==> src/rtl/osram_reader_if.sv <==
// Output row stream of the OSRAM read-back path.
// Valid/ready handshake carrying one OSRAM row per transfer.
interface osram_reader_if #(
  parameter int col     = 8,
  parameter int psum_bw = 16
);
  logic [col*psum_bw-1:0] out_data;
  logic                   out_valid;
  logic                   out_ready;

  modport master (
    output out_data,
    output out_valid,
    input  out_ready
  );

  modport slave (
    input  out_data,
    input  out_valid,
    output out_ready
  );
endinterface

==> src/rtl/osram_reader.sv <==
// OSRAM read-back: streams depth rows in address order through a
// 2-entry skid FIFO with optional per-lane ReLU applied at push.
module osram_reader #(
  parameter int col     = 8,
  parameter int psum_bw = 16,
  parameter int depth   = 16,
  parameter int addr_w  = 4
) (
  input  logic                   clk,
  input  logic                   reset,
  input  logic                   start,
  input  logic                   relu_en,
  input  logic [col*psum_bw-1:0] O_Q,
  output logic [addr_w-1:0]      O_A,
  output logic                   O_CEN,
  output logic                   O_WEN,
  osram_reader_if.master         out_if,
  output logic                   busy,
  output logic                   done
);

  localparam int rw = col * psum_bw;

  typedef enum logic [1:0] {
    S_IDLE,
    S_READ,
    S_DRAIN,
    S_DONE
  } state_e;

  state_e            state_q, state_d;
  logic [addr_w-1:0] addr_q, addr_d;
  logic              inflight_q, inflight_d;
  logic              relu_q, relu_d;
  logic [rw-1:0]     mem_q [2];
  logic [rw-1:0]     mem_d [2];
  logic              rd_ptr_q, rd_ptr_d;
  logic              wr_ptr_q, wr_ptr_d;
  logic [1:0]        count_q, count_d;

  logic          push;
  logic          pop;
  logic          issue;
  logic          credit;
  logic [rw-1:0] push_data;

  always_comb begin
    push_data = O_Q;
    if (relu_q) begin
      for (int i = 0; i < col; i++) begin
        if (O_Q[psum_bw*i+psum_bw-1]) begin
          push_data[psum_bw*i +: psum_bw] = '0;
        end
      end
    end
  end

  always_comb begin
    state_d  = state_q;
    addr_d   = addr_q;
    relu_d   = relu_q;
    mem_d    = mem_q;
    rd_ptr_d = rd_ptr_q;
    wr_ptr_d = wr_ptr_q;
    issue    = 1'b0;
    done     = 1'b0;

    push = inflight_q;
    pop  = out_if.out_valid & out_if.out_ready;

    // Counting this cycle's pop lets a full FIFO keep streaming at rate.
    credit = ({1'b0, count_q} + {2'b0, inflight_q}
             - {2'b0, pop}) < 3'd2;

    if (push) begin
      mem_d[wr_ptr_q] = push_data;
      wr_ptr_d        = ~wr_ptr_q;
    end
    if (pop) begin
      rd_ptr_d = ~rd_ptr_q;
    end
    count_d = count_q + {1'b0, push} - {1'b0, pop};

    unique case (state_q)
      S_IDLE: begin
        if (start) begin
          state_d = S_READ;
          addr_d  = '0;
          relu_d  = relu_en;
        end
      end
      S_READ: begin
        if (credit) begin
          issue = 1'b1;
          if (addr_q == addr_w'(depth - 1)) begin
            state_d = S_DRAIN;
          end else begin
            addr_d = addr_q + addr_w'(1);
          end
        end
      end
      S_DRAIN: begin
        if (count_d == 2'd0 && !inflight_q) begin
          state_d = S_DONE;
        end
      end
      S_DONE: begin
        done    = 1'b1;
        state_d = S_IDLE;
      end
      default: state_d = S_IDLE;
    endcase

    inflight_d = issue;
  end

  always_ff @(posedge clk) begin
    if (reset) begin
      state_q    <= S_IDLE;
      addr_q     <= '0;
      inflight_q <= 1'b0;
      relu_q     <= 1'b0;
      rd_ptr_q   <= 1'b0;
      wr_ptr_q   <= 1'b0;
      count_q    <= '0;
      for (int i = 0; i < 2; i++) begin
        mem_q[i] <= '0;
      end
    end else begin
      state_q    <= state_d;
      addr_q     <= addr_d;
      inflight_q <= inflight_d;
      relu_q     <= relu_d;
      rd_ptr_q   <= rd_ptr_d;
      wr_ptr_q   <= wr_ptr_d;
      count_q    <= count_d;
      mem_q      <= mem_d;
    end
  end

  assign O_CEN            = ~issue;
  assign O_WEN            = 1'b1;
  assign O_A              = addr_q;
  assign busy             = (state_q != S_IDLE);
  assign out_if.out_valid = (count_q != 2'd0);
  assign out_if.out_data  = mem_q[rd_ptr_q];

endmodule

==> src/flat_wrapper.sv <==
// flat-port wrapper written by rule: the top's interface ports become plain ports
module osram_reader_flat 
#(
  parameter int col     = 8,
  parameter int psum_bw = 16,
  parameter int depth   = 16,
  parameter int addr_w  = 4
)
  (clk, reset, start, relu_en, O_Q, O_A, O_CEN, O_WEN, busy, done, out_if_out_data, out_if_out_valid, out_if_out_ready);
  osram_reader_if #(.col(col), .psum_bw(psum_bw)) out_if_i ();
  input  logic clk;
  input  logic reset;
  input  logic start;
  input  logic relu_en;
  input  logic [col*psum_bw-1:0] O_Q;
  output logic [addr_w-1:0] O_A;
  output logic O_CEN;
  output logic O_WEN;
  output logic busy;
  output logic done;
  output wire logic [$bits(out_if_i.out_data)-1:0] out_if_out_data;
  output wire logic [$bits(out_if_i.out_valid)-1:0] out_if_out_valid;
  input wire logic [$bits(out_if_i.out_ready)-1:0] out_if_out_ready;
  assign out_if_out_data = out_if_i.out_data;
  assign out_if_out_valid = out_if_i.out_valid;
  assign out_if_i.out_ready = out_if_out_ready;
  osram_reader #(.col(col), .psum_bw(psum_bw), .depth(depth), .addr_w(addr_w)) u_core (.clk(clk), .reset(reset), .start(start), .relu_en(relu_en), .O_Q(O_Q), .O_A(O_A), .O_CEN(O_CEN), .O_WEN(O_WEN), .out_if(out_if_i), .busy(busy), .done(done));
endmodule
==> config.mk <==
export PLATFORM = sky130hd
export DESIGN_NAME = osram_reader_flat
export DESIGN_NICKNAME = d
export VERILOG_FILES = /design/src/rtl/osram_reader_if.sv /design/src/rtl/osram_reader.sv /design/src/flat_wrapper.sv
export SDC_FILE = /design/constraint.sdc
export NUM_CORES = 1
export LEC_CHECK = 0
export BUFFER_PORTS_ARGS = -buffer_cell sky130_fd_sc_hd__buf_2
export CORE_MARGIN = 5
export CORE_UTILIZATION = 57
export CTS_BUF_LIST = sky130_fd_sc_hd__clkbuf_4
export DETAILED_ROUTE_END_ITERATION = 8
export PLACE_DENSITY = 0.91
export SLEW_MARGIN = 20
export SYNTH_ARGS = -nofsm -noshare
export SYNTH_HDL_FRONTEND = slang
export SYNTH_SLANG_ARGS = --single-unit
==> constraint.sdc <==
create_clock -name clk -period 5.3 [get_ports clk]
set_input_delay 0.265 -clock clk [delete_from_list [all_inputs] [get_ports clk]]
set_output_delay 0.265 -clock clk [all_outputs]
set_load 0.01 [all_outputs]
== Yosys cells after proc, flatten, opt, wreduce, memory -nomap -nowiden ==
Index checks and enable logic that the tools add are counted.

* Input port bits: 133
* Register bits: 268
* Logic and storage cells: 71
* Output and inout bits: 137

* Eq/ne operators: 9
* Mux-type cells: 27
* Add/subtract/negate cells: 5
* Order comparisons: 4
* Bitwise logic cells: 6
* Reductions and logical operators: 11

{| class="wikitable"
|+ Operator list
! cell !! count
|-
| $mux 128 || 5
|-
| $bwmux 256 || 1
|-
| $demux 128 s1 || 1
|-
| $mux 15 || 8
|-
| $mux 4 || 3
|-
| $mux 2 || 4
|-
| $pmux 2 s4 || 1
|-
| $pmux 4 s2 || 1
|-
| $reduce_and 4->1 || 2
|-
| $ne 2x1->1 const B || 3
|-
| $reduce_bool 2->1 || 3
|-
| $add 4x1->4 const B || 1
|-
| $eq 2x2->1 const B || 2
|-
| $eq 4x4->1 const B || 1
|-
| $ge 2x2->1 const B || 2
|-
| $logic_not 2->1 || 2
|-
| $ne 2x2->1 const B || 2
|-
| $not 1->2 || 2
|-
| $add 2x1->3 || 1
|-
| $lt 3x2->1 const B || 1
|-
| $mux 1 || 3
|-
| $not 1->1 || 3
|-
| $sub 3x1->3 || 1
|-
| $add 2x1->2 || 1
|-
| 7 further kinds || 8
|}

== Logic depth before layout (Yosys ltp) ==
* Depth after elaboration: 7
* Gate-level depth with buffers: 10
* Gate-level depth less buffers: 10

== Worst setup path after synthesis ==
No wires, ideal clock.

* Path type: register to register
* Start: register u_core.count_q[1]
* End: register u_core.state_q[0]
* Arrival time: 2.561 ns
* Setup time: 0.115 ns
* Data required time: 5.185 ns
* Setup slack: 2.624 ns
* Clock period less this slack: 2.676 ns
* Stages on the path, launching flop included: 11
* Path buffers: 0
* Path through: dfxtp_1 -> or2_2 -> and2_1 -> ha_1 -> inv_1 -> ha_1 -> fa_1 -> xnor2_1 -> o31ai_1 -> and3_1 -> o21a_1

* Cells in the longest elaborated chain, start to end: 7
* Elaborated cells between the ends (all ways): 12
* Classes of those cells: add/sub (4); order compare (1); eq/ne (2); bitwise (1); reduce/logical (4)

{| class="wikitable"
|+ RTL lines
! what !! RTL line !! RTL
|-
| start: declaration || osram_reader.sv:39 || <nowiki>logic [1:0] count_q, count_d;</nowiki>
|-
| start signal: assignment || osram_reader.sv:136 || <nowiki>count_q <= count_d;</nowiki>
|-
| $reduce_bool 2->1 (*) || osram_reader.sv:145 || <nowiki>assign out_if.out_valid = (count_q != 2'd0);</nowiki>
|-
| named net out_if_out_valid || flat_wrapper.sv:22 || <nowiki>output wire logic [$bits(out_if_i.out_valid)-1:0] out_if_out_valid;</nowiki>
|-
| $and 1x1->1 (*) || osram_reader.sv:69 || <nowiki>pop = out_if.out_valid & out_if.out_ready;</nowiki>
|-
| named net u_core.pop || osram_reader.sv:42 || <nowiki>logic pop;</nowiki>
|-
| branches (longest 4 deep; another with $sub 3x1->3) || n/a ||
|-
| $reduce_and 4->1 (no source line) (*) || n/a ||
|-
| end signal: assignment || osram_reader.sv:130 || <nowiki>state_q <= state_d;</nowiki>
|-
| end: declaration || osram_reader.sv:31 || <nowiki>state_e state_q, state_d;</nowiki>
|}

Mark *: on every way through the listed nets, which the timed path passes.
A chain may end at the register's enable or synchronous reset.

== Worst setup path in the final report ==
* Start: register u_core.count_q[1]
* End: output port O_CEN

* Cells in the longest elaborated chain, start to end: 7
* Elaborated cells between the ends (all ways): 8
* Classes of those cells: add/sub (2); order compare (1); mux (2); bitwise (2); reduce/logical (1)

{| class="wikitable"
|+ RTL lines
! what !! RTL line !! RTL
|-
| $reduce_bool 2->1 || osram_reader.sv:145 ||
|-
| $and 1x1->1 || osram_reader.sv:69 ||
|-
| named net u_core.pop || osram_reader.sv:42 ||
|-
| $sub 3x1->3 || osram_reader.sv:73 || <nowiki>- {2'b0, pop}) < 3'd2;</nowiki>
|-
| $lt 3x2->1 || osram_reader.sv:73 ||
|-
| $mux 1 || osram_reader.sv:93 || <nowiki>if (credit) begin</nowiki>
|-
| $mux 1 || osram_reader.sv:84 || <nowiki>unique case (state_q)</nowiki>
|-
| $not 1->1 || osram_reader.sv:141 || <nowiki>assign O_CEN = ~issue;</nowiki>
|-
| end: declaration || flat_wrapper.sv:17 || <nowiki>output logic O_CEN;</nowiki>
|}

The timed path passes the listed nets, and every way through them passes these cells.

==> results.md <==
- In this run the tool buffered the top-level ports with approximately 270 buffer cells.
- The post-layout net count is approximately 1.6k.
- The total cell area at the placement stage is approximately 12000 um^2.
- The Yosys step of the flow raised 0 warnings.
- The number of maximum-capacitance constraint violations is 0.
- Counting flops with an async set or reset pin after synthesis yields a share of 0%.
- Counting instances in the post-synthesis netlist gives the leading cell types as dfxtp_1 (268), a21oi_1 (133), nand2_1 (133).
- By area the synthesized netlist is led by dfxtp_1 (49%), mux2_2 (13%), a32o_1 (11%), a21oi_1 (6.1%), nand3_1 (5.7%).
- The boundary pin count is between 200 and 300.
- The synthesized design contains 0 enable-type register cells.
- The mean instance size in the synthesized netlist is approximately 10 um^2.
- Setup repair after global routing left no endpoint under its margin.
- The number of global-route vias before repair is 11.1k.
- The post-route DRC violation count is 0.
- The register area is 5370 um^2.
- Once the floorplan was initialized, standard cells occupied between 50 and 60% of the core.
- After detailed routing, the number of vias per cell comes to about 6.2.
- TritonCTS built the clock tree.
- The number of clock buffers added by TritonCTS is 70.
- The total power consumption of the routed design is 5.78 mW.
- The run finished with clean final reports.
- The largest area contributor in the synthesized netlist is dfxtp_1.
- Measured along the x axis, the die boundary spans 148 um.
- The number of different library cells used by synthesis comes to 36.
- Summed over all nets, the half-perimeter wirelength after detailed placement is 17.8 mm.
- The number of levels the H-tree was split into is 3.
- The final-layout fill cell count is 1140.
- The clock latency on the worst-skew pair is 0.66 ns.
- Dividing the detail-routed wire length by the instance count gives ~20 um.
- In this run the register-to-register setup slack is about 2.5 ns.
- The total routing usage reported by global routing is 30.8%.
- The row count is 50.
- The critical path is of the flip-flop to output pin type.
- The endpoint identified for the worst register-to-register timing path is u_core.O_A[3].
- The share of the Yosys chip area taken by registers is about half.
- CTS saw 268 sinks.
- The actual transition at the worst max-transition pin is 1.02 ns.
- The depth of the worst hold-timing path is 4.
- After technology mapping, the gate count stands at 1095.
- The leakage power total is 5.99 nW.
- The largest net degree at the start of global routing is 94.
- Counting flops and latches in the post-synthesis netlist gives 268.
- The worst hold path terminates at u_core.rd_ptr_q.
- Yosys instantiated no cell more often than dfxtp_1.
- The final count of hold timing violations is 0.
- The launch instance of the worst register-to-register path is u_core.count_q[1].
- The share of post-route cells with drive strength above 1 is 34.8%.
- Synthesis produced a netlist with a net count of 1236.
- The total grt overflow is 0.
- The die covers 21900 um^2.
- The sum of routed wire length over all layers is ~35 mm.
- Summing all multi-input logic gate instances after layout gives 4990 um^2.
- The kind of launch point of the worst setup path is a flip-flop.
- Dividing the final minimum period by the clock period gives between 60% and 70%.
- The leading register cell type out of synthesis is dfxtp_1.
- Power spread over the standard cell area amounts to about 400 nW/um^2.
- The die is approximately 150 um tall.
- The number of violations reported at the end of detailed-routing iteration 0 is 767.
- The remaining antenna violation count is 0.
- The overall via count from detail_route is roughly 11k.
- The post-layout minimum cycle time is ~3.4 ns.
- Routability-driven placement finished with a final weighted congestion of around 0.77.
- Post-CTS repair changed the size of 0 cells.
- The largest clock skew in the final design is 0.0367 ns.
- The worst ir drop on vdd is 301 uV.
- At the worst endpoint, the required time is ~5 ns.
- Of all nets on the critical path, the largest fanout is 4.
- The global-route wire length before repair is 55.3 mm.
- Static timing analysis puts the maximum clock frequency at 296 MHz.
- The number of max-slew violations in the final report is 0.
- The area inside the core boundary is 18700 um^2.
- The summed negative setup slack over all endpoints is 0 ns.
- The setup-violating endpoint count in the final report is 0.
- The initial antenna violation count is 2.
- For this run, the share of the core covered by cells in the final layout is 76.6%.
- The type of the worst min-delay path is input port to flip-flop.
- Clock-pin slew was measured on the worst setup and hold paths at around 0.060 ns.
- The area growth from synthesis to layout is 32.0%.
- Data on the critical path arrives at its endpoint at around 3.1 ns.
- Before antenna repair, the detailed router went through 6 iterations.
- The worst hold path begins at out_if_out_ready.
- After synthesis the cells add up to roughly 11000 um^2.
- The finished cells cover ~14000 um^2.
- Counting cells, the worst reg-to-reg path comes to 10.
- Hold timing on the final database bottoms out at a slack of 0.0764 ns.
- Summed over its instances, the top area cell type makes up 49.5% of the synthesized netlist area.
- The maximum buffer depth of the clock tree is 3.
- The worst pin sits at a relative slew slack of 31.8%.
- The tree is rooted in a clkbuf_4.
- The worst setup path is captured at an output pin.
## cells in the final DEF, fill, tap and decap left out, types with 3 or more instances in the layout
cell type,synthesis,final
buf_2,52,267
dfxtp_1,268,267
nand2_1,133,133
a21oi_1,133,132
dlygate4sd3_1,0,131
mux2_2,128,128
nand3_1,123,123
a32o_1,120,120
clkbuf_4,0,99
nor2_1,13,11
a22o_1,8,8
nor3b_1,8,8
inv_1,7,7
ha_1,7,7
clkinv_1,0,7
buf_4,1,7
o21ai_0,4,4
nor2b_1,4,4
inv_2,1,3
nand2b_1,4,3
## report_power, final
group	switching (mW)	internal, mW
sequential	0.193	2.21
combinational	0.909	0.665
clock	0.845	0.954
## per-layer routing
| layer | track usage (%) | vias to the layer above | routed length, um |
|---|---|---|---|
| met3 | 8.06 | 172 | 3070 |
| li1 | - | 4807 | - |
| met2 | 53.6 | 659 | 17900 |
| met5 | 0 | - | 0 |
| met4 | 19.2 | 0 | 1980 |
| met1 | 33.4 | 5160 | 12300 |
## sequential cells by signal, summed over array words and instances (netlist names)
register	flops
u_core.rd_ptr_q	1
u_core.inflight_q	1
u_core.state_q	2
u_core.count_q	2
u_core.relu_q	1
u_core.O_A	4
u_core.mem_q	256
u_core.wr_ptr_q	1
## logic make-up (layout without fill, tap and decap cells)
kind of cell             Yosys count  in the layout  synth area share [%]
flip-flops                       268            268                  49.5
adder cells (fa/ha/maj)            8              8                 0.992
AND/OR/NAND/NOR                  294            294                  12.5
AO/OA/AOI/OAI                    274            274                  18.7
multiplexers                     128            128                  13.3
buffers and inverters            120            530                  4.79
other                              1              3                0.0346
XOR/XNOR                           2              2                 0.162
## timing repair
action	CTS	global route
hold buffers	131	0
buffers inserted	0	0
endpoints found under the hold margin	249	0
## how the worst max path moves through the flow
stage / start / end / slack (ns) / cells after the start
after floorplan: u_core.count_q[1] / u_core.state_q[0] / 2.62 / 10
after global placement: u_core.count_q[1] / u_core.state_q[0] / 2.58 / 10
after detailed placement: u_core.count_q[1] / u_core.O_A[3] / 2.48 / 10
after CTS: u_core.count_q[1] / O_CEN / 1.86 / 10
after global routing: u_core.count_q[1] / O_CEN / 1.74 / 10
final: u_core.count_q[1] / O_CEN / 1.93 / 10
## layout make-up
type	instances	share of cell area (%)
sequential	268	37.5
clock buffer	99	5.19
antenna	2	0.0349
inverter	8	0.210
tap	234	2.04
timing repair buffer	408	19.3
multi-input combinational	707	34.9
clock inverter	15	0.830
## per-stage QoR
step	cells	worst slack, ns
finish	1741	1.93
global route	1741	1.74
CTS	1738	1.86
detailed placement	1493	2.48
global placement	1493	2.58
floorplan	1095	2.62
## critical path: stages, from the launching register on
cell and delay, ns:
dfxtp_1 0.33, or2_2 0.32, and2_1 0.20, ha_1 0.28, inv_1 0.04, ha_1 0.19, fa_1 0.40, xnor2_1 0.39
nor2_1 0.08, nand2_1 0.10, buf_2 0.13
Note: power is estimated with default switching activity, not from simulation.
